==> config.mk <==
export PLATFORM = sky130hd
export DESIGN_NAME = rr_arbiter_ctrl
export DESIGN_NICKNAME = d
export VERILOG_FILES = /design/src/rtl/rr_arbiter_ctrl.sv
export SDC_FILE = /design/constraint.sdc
export NUM_CORES = 1
export LEC_CHECK = 0
export CORE_UTILIZATION = 50
export CTS_CLUSTER_SIZE = 25
export DETAILED_ROUTE_END_ITERATION = 10
export PLACE_DENSITY = 0.88
export SETUP_SLACK_MARGIN = 0.1
export SLEW_MARGIN = 15
export SYNTH_ARGS = -nofsm -noshare
export SYNTH_HDL_FRONTEND = slang
export SYNTH_SLANG_ARGS = --single-unit
export TNS_END_PERCENT = 30
==> constraint.sdc <==
create_clock -name clk -period 3.5 [get_ports clk]
set_input_delay 0.7 -clock clk [delete_from_list [all_inputs] [get_ports clk]]
set_output_delay 0.7 -clock clk [all_outputs]
set_load 0.1 [all_outputs]
==> src/rtl/rr_arbiter_ctrl.sv <==
// Round-robin arbiter with a per-tenure hold limit and a one-cycle dead slot
// between tenures; every output comes straight from a flop.
module rr_arbiter_ctrl #(
  parameter int N        = 4,
  parameter int MAX_HOLD = 8,
  parameter int IDW      = $clog2(N),
  parameter int CW       = $clog2(MAX_HOLD + 1)
) (
  input  logic           clk,
  input  logic           reset_L,
  input  logic [N-1:0]   req,
  output logic [N-1:0]   gnt,
  output logic [IDW-1:0] gnt_id,
  output logic           busy,
  output logic           timeout
);

  typedef enum logic [1:0] {
    IDLE  = 2'd0,
    GRANT = 2'd1,
    GAP   = 2'd2
  } state_t;

  state_t         state_q, state_d;
  logic [N-1:0]   gnt_q, gnt_d;
  logic [IDW-1:0] gnt_id_q, gnt_id_d;
  logic           busy_q, busy_d;
  logic           timeout_q, timeout_d;
  logic [CW-1:0]  hold_cnt_q, hold_cnt_d;
  logic [IDW-1:0] ptr_q, ptr_d;

  logic           arb_valid;
  logic [IDW-1:0] arb_winner;
  logic           owner_req;
  logic           hold_full;

  // Index arithmetic modulo N that stays correct when N is not a power of two.
  function automatic logic [IDW-1:0] wrap_add(input logic [IDW-1:0] base, input int off);
    int sum;
    sum = int'(base) + off;
    if (sum >= N) sum = sum - N;
    return IDW'(sum);
  endfunction

  // Scanning from the far end back toward ptr leaves the first requester
  // at or after ptr as the final assignment.
  // NOTE: every signal driven here gets a default first, so no path can
  // leave it unassigned and infer a latch.
  always_comb begin
    arb_valid  = 1'b0;
    arb_winner = '0;
    for (int k = N - 1; k >= 0; k--) begin
      if (req[wrap_add(ptr_q, k)]) begin
        arb_valid  = 1'b1;
        arb_winner = wrap_add(ptr_q, k);
      end
    end
  end

  assign owner_req = req[gnt_id_q];
  assign hold_full = (hold_cnt_q == CW'(MAX_HOLD));

  always_comb begin
    state_d    = state_q;
    gnt_d      = gnt_q;
    gnt_id_d   = gnt_id_q;
    busy_d     = busy_q;
    timeout_d  = 1'b0;
    hold_cnt_d = hold_cnt_q;
    ptr_d      = ptr_q;

    unique case (state_q)
      IDLE, GAP: begin
        if (arb_valid) begin
          state_d    = GRANT;
          gnt_d      = '0;
          gnt_d[arb_winner] = 1'b1;
          gnt_id_d   = arb_winner;
          busy_d     = 1'b1;
          hold_cnt_d = CW'(1);
        end else begin
          state_d    = IDLE;
          gnt_d      = '0;
          busy_d     = 1'b0;
        end
      end

      GRANT: begin
        if (!owner_req || hold_full) begin
          // The releasing owner drops to lowest priority for the next round.
          state_d    = GAP;
          gnt_d      = '0;
          busy_d     = 1'b0;
          hold_cnt_d = '0;
          ptr_d      = wrap_add(gnt_id_q, 1);
          timeout_d  = owner_req;
        end else begin
          hold_cnt_d = hold_cnt_q + CW'(1);
        end
      end

      default: begin
        state_d    = IDLE;
        gnt_d      = '0;
        busy_d     = 1'b0;
        hold_cnt_d = '0;
      end
    endcase
  end

  // NOTE: sequential state uses non-blocking assignments so every flop
  // samples the pre-edge value of every other flop.
  always_ff @(posedge clk or negedge reset_L) begin
    if (!reset_L) begin
      state_q    <= IDLE;
      gnt_q      <= '0;
      gnt_id_q   <= '0;
      busy_q     <= 1'b0;
      timeout_q  <= 1'b0;
      hold_cnt_q <= '0;
      ptr_q      <= '0;
    end else begin
      state_q    <= state_d;
      gnt_q      <= gnt_d;
      gnt_id_q   <= gnt_id_d;
      busy_q     <= busy_d;
      timeout_q  <= timeout_d;
      hold_cnt_q <= hold_cnt_d;
      ptr_q      <= ptr_d;
    end
  end

  assign gnt     = gnt_q;
  assign gnt_id  = gnt_id_q;
  assign busy    = busy_q;
  assign timeout = timeout_q;

  a_gnt_onehot0 : assert property (@(posedge clk) disable iff (!reset_L) $onehot0(gnt));
  a_busy_gnt    : assert property (@(posedge clk) disable iff (!reset_L) busy == (|gnt));
  a_id_range    : assert property (@(posedge clk) disable iff (!reset_L) int'(gnt_id) < N);
  a_timeout_gap : assert property (@(posedge clk) disable iff (!reset_L) timeout |-> !busy);

endmodule

# Yosys cells after proc, flatten, opt, wreduce, memory -nomap -nowiden
# Cells that the tools add are included.
# W data, S select, Z words.
# totals
output_inout_bits,8
inputBits,6
word_cells,80
ff_bits,16
# op_classes
n_lt_le_gt_ge,12
addsub,10
reduce_logical,7
muxes,39
eq_ne,5
# ops
operator,n
$mux W2,10
$lt A2 B3 Y1 const B,6
$mux W4,4
$pmux W4 S2,2
$mux W1,15
$ge A3 B3 Y1 const B,4
$bmux W1 S2,5
$sub A2 B1 Y2 const B,5
$add A2 B1 Y3 const B,2
$add A2 B2 Y3 const B,2
$add A4 B1 Y4 const B,1
$eq A4 B4 Y1 const B,1
$ne A2 B2 Y1 const B,2
$pmux W2 S2,1
$reduce_and A2 Y1,2
$ge A2 B3 Y1 const B,1
$demux W1 S2,1
$eq A2 B1 Y1 const B,1
$eq A2 B2 Y1 const B,1
$ge A2 B1 Y1 const B,1
$logic_not A2 Y1,1
$pmux W1 S2,1
$reduce_or A2 Y1,1
$logic_and A1 B1 Y1,1
2 further kinds,2

# Longest topological paths before layout
# logic_depth
depth_word,15
mapped_depth,7
depth_no_buf,6

# Least setup slack after synthesis
# Ideal clock, no wire load.
# synth_timing
path_kind,flip-flop to flip-flop
startpoint,"register gnt_id_q[0], in the netlist gnt_id[0]"
endpoint,"register gnt_q[3], in the netlist gnt[3]"
arrival_time_ns,2.122
required_time_ns,3.378
path_stages_with_launch,5
period_less_slack_ns,2.244
setup_ns,0.122
path_buffers,1
path_slack_ns,1.256
cell_sequence,dfrtp_1 -> mux4_2 -> and3_1 -> buf_6 -> a22o_1
# synth_between
elab_chain_len,5
# synth_lines
element,line_no,text
"start, declared",26,"logic [IDW-1:0] gnt_id_q, gnt_id_d;"
"start signal, assigned",125,gnt_id_q <= gnt_id_d;
$bmux W1 S2,60,assign owner_req = req[gnt_id_q];
$mux W1 (not written as such),60,
$logic_not A1 Y1,89,if (!owner_req || hold_full) begin
$logic_or A1 B1 Y1,89,
$ne A2 B2 Y1 (no source line),-,
"end signal, assigned",124,gnt_q <= gnt_d;
"end, declared",25,"logic [N-1:0] gnt_q, gnt_d;"
# Every way passes these cells. The select of a mux whose other input is x is not followed.
# A chain may end at the register's enable or synchronous reset.

==> results.py <==
metrics = {
    "layout": {
        "areaGrowthSynthToFinish_pct": 21.4,
        "filler_cell_count": 106,
        "multi_input_comb_area_um2": 353,
        "layout.nets": 94,
        "layout.area.seq_um2": 375,
        "antennaDiodeCount": 0,
        "layout_commonest_cell": "dfrtp_1",
        "layout_common_cells": "dfrtp_1, clkdlybuf4s50_1, nand2_1, nor2_1",
        "drive_gt1_frac": 0.176,
    },
    "setup_path": {
        "kind_of_end_point_of_the_critical_path": "output port",
        "critical_path.cell_chain": "clkdlybuf4s50_1",
        "timing_worst_setup_path_type": "reg2out",
        "worst_ep_arrival_ns": 1.90,
        "worst-path-buf-inv": 1,
        "timing.critical_path.max_delay_family": "buffers and inverters",
        "path_max_fanout": 7,
        "critPathRequiredTime_ns": 2.80,
        "critical_path_cell_count": 1,
        "worstSetupStartpointType": "flop",
        "cpMaxStageDelayCell": "clkdlybuf4s50_1",
        "longest_individual_stage_delay_on_the_worst_path_ns": 1.18,
        "worst-r2r-cell-count": 3,
    },
    "placed_design": {
        "io_buffers": 13,
        "place_hpwl_um": 1020,
        "gp_congestion": 0.883,
    },
    "status": {
        "outcome": "completed",
    },
    "synthesis": {
        "synthesized_area_fraction_occupied_by_ao_oa_aoi_and_oai_cells": 0.199,
        "synth_simple_gate_area_share": 0.164,
        "post_synth_mux_area_share": 0.0597,
        "synth-async-reset-ratio": 1.00,
        "netlist.top_cell.by_area": "dfrtp_1",
        "synth-seq-cells": 15,
        "synthXorXnorAreaFrac": 0.0116,
        "syn_avg_cell_area_um2": 10.9,
        "synth-main-ff-cell": "dfrtp_1",
        "combinational_family_with_the_most_area_after_synthesis": "compound AO/OA/AOI/OAI gates",
        "synth_nets": 77,
        "postSynthCellCount": 69,
        "yosysWarningCount": 0,
        "synth_edf_count": 0,
        "synth_seq_area_share": 0.498,
        "synth_cell_types": 32,
        "yosys.area_share.adder": 0.0332,
        "yosys_top_cell_area_share": 0.498,
        "synth.cell_area_um2": 754,
        "ys_top_cells_by_area": "dfrtp_1, ha_1, mux2_2, mux4_2, nand2_1",
    },
    "global_routing": {
        "grt_antenna_before_repair": 0,
        "number_of_global_route_vias_before_repair": 482,
        "grt_max_degree": 16,
        "grt_usage": 0.206,
        "grt_overflow": 0,
        "grt_first_pass_wirelength_um": 2180,
    },
    "floorplan": {
        "start_util": 0.559,
        "chipWidth_um": 40.8,
        "num_rows": 13,
        "fp.coreArea_um2": 1350,
        "num_io_pins": 14,
        "chipHeight_um": 40.8,
        "total_die_area_um2": 1670,
    },
    "clocking": {
        "cts_htree_levels": 1,
        "postCtsResizedCells": 0,
        "cts.sink_count": 15,
        "post-cts-setup-buffer-count": 0,
        "cts_max_path_buffers": 2,
        "worstSkewPairLatency_ns": 0.27,
        "clock-root-buffer": "clkbuf_4",
        "cts-buffers-inserted": 3,
        "cts_tree": "yes",
        "cts_hold_buf": 0,
        "clock_slew_seen_by_the_registers_of_the_worst_setup_and_hold_paths_ns": 0.08,
    },
    "timing": {
        "final-max-slew-violation-count": 0,
        "setup_violations": 0,
        "layout_min_cycle_time_ns": 2.60,
        "fin_crit_sh": 0.743,
        "final.setup_skew_ns": 0.000331,
        "max_slew_margin": 0.349,
        "hold_viol_final": 0,
        "worst_pin_slew_ns": 0.974,
        "unrepaired_setup_endpoints_after_global_routing": "no",
        "setup_total_negative_slack_ns": 0,
        "clock.fmax_mhz": 385,
    },
    "route": {
        "route.final.wire_length_um": 1350,
        "drtIter0Drc": 8,
        "route.antenna.remaining_nets": 0,
        "detail_route.drc_violations": 0,
        "via_count_of_the_routed_design": 579,
        "detail_route.vias_per_cell": 5.79,
        "wl_per_cell_um": 13.5,
        "detail_route.first_pass.iterations": 4,
    },
    "worst_hold_path": {
        "holdPathStages": 2,
        "hp-class": "reg2reg",
    },
    "flow_run": {
        "maxCapViolCount": 0,
    },
}
[area by class of cell]
class                   instances  area share
well taps                      15      0.0205
multi-input cells              49       0.385
flip-flops and latches         15       0.410
inverters                       4      0.0164
clock buffers                   4      0.0287
repair buffers                 13       0.139
[kinds of logic after synthesis]
kind of cell,count (synthesis)
simple gates,23
buf+inv,5
mux,3
flops,15
xor+xnor,1
compound gates,20
fa+ha+maj,2
[metal layers]
layer / vias to the layer above / global-route usage / share of wire
met5: - / 0 / 0
met4: 0 / 0.0750 / 0
met3: 0 / 0.0489 / 0.045
met2: 12 / 0.316 / 0.46
met1: 284 / 0.280 / 0.50
li1: 283 / - / -
[worst reg2reg max path: cells and delay by family (launching register included)]
family / cells / cell delay (ns)
AND/OR/NAND/NOR: 1 / 0.26
multiplexers: 1 / 0.58
AO/OA/AOI/OAI: 1 / 0.26
flip-flops: 1 / 0.47
[through the flow]
stage	utilization	area [um^2]	hold slack [ns]	worst slack, ns	cells
2_1_floorplan	-	754	0.404	1.26	69
3_3_place_gp	0.659	890	0.473	1.13	96
3_5_place_dp	0.659	890	0.477	1.10	96
4_1_cts	0.678	916	0.495	0.892	100
5_1_grt	0.678	916	0.515	0.824	100
6_report	0.678	916	0.491	0.900	100
[synthesized netlist by cell type (2+ instances only)]
| cell | count |
|---|---|
| dfrtp_1 | 15 |
| nand2_1 | 6 |
| nor2_1 | 6 |
| a21oi_1 | 4 |
| inv_1 | 4 |
| a22o_1 | 2 |
| a22o_2 | 2 |
| ha_1 | 2 |
| mux2_2 | 2 |
| nand3_1 | 2 |
| o21ai_0 | 2 |
| o22ai_1 | 2 |
[registers in the layout, summed over array words and instances, names as in the netlist]
name        cells
timeout         1
ptr_q           2
state_q         2
hold_cnt_q      4
gnt             4
gnt_id          2
[worst paths after layout]
kind | to | startpoint | slack [ns]
setup / recovery | busy | state_q[0] | 0.90
hold / removal | gnt[0] | gnt[0] | 0.49
setup reg to reg | gnt[3] | gnt_id[0] | 1.82
hold reg to reg | gnt[0] | gnt[0] | 0.49
max in group asynchronous | ptr_q[1] | reset_L | 2.25
min in group asynchronous | timeout | reset_L | 0.82
Power is left out: the tool's default activity adds up to more than one toggle a clock period on the data nets, which glitch-free logic cannot reach.
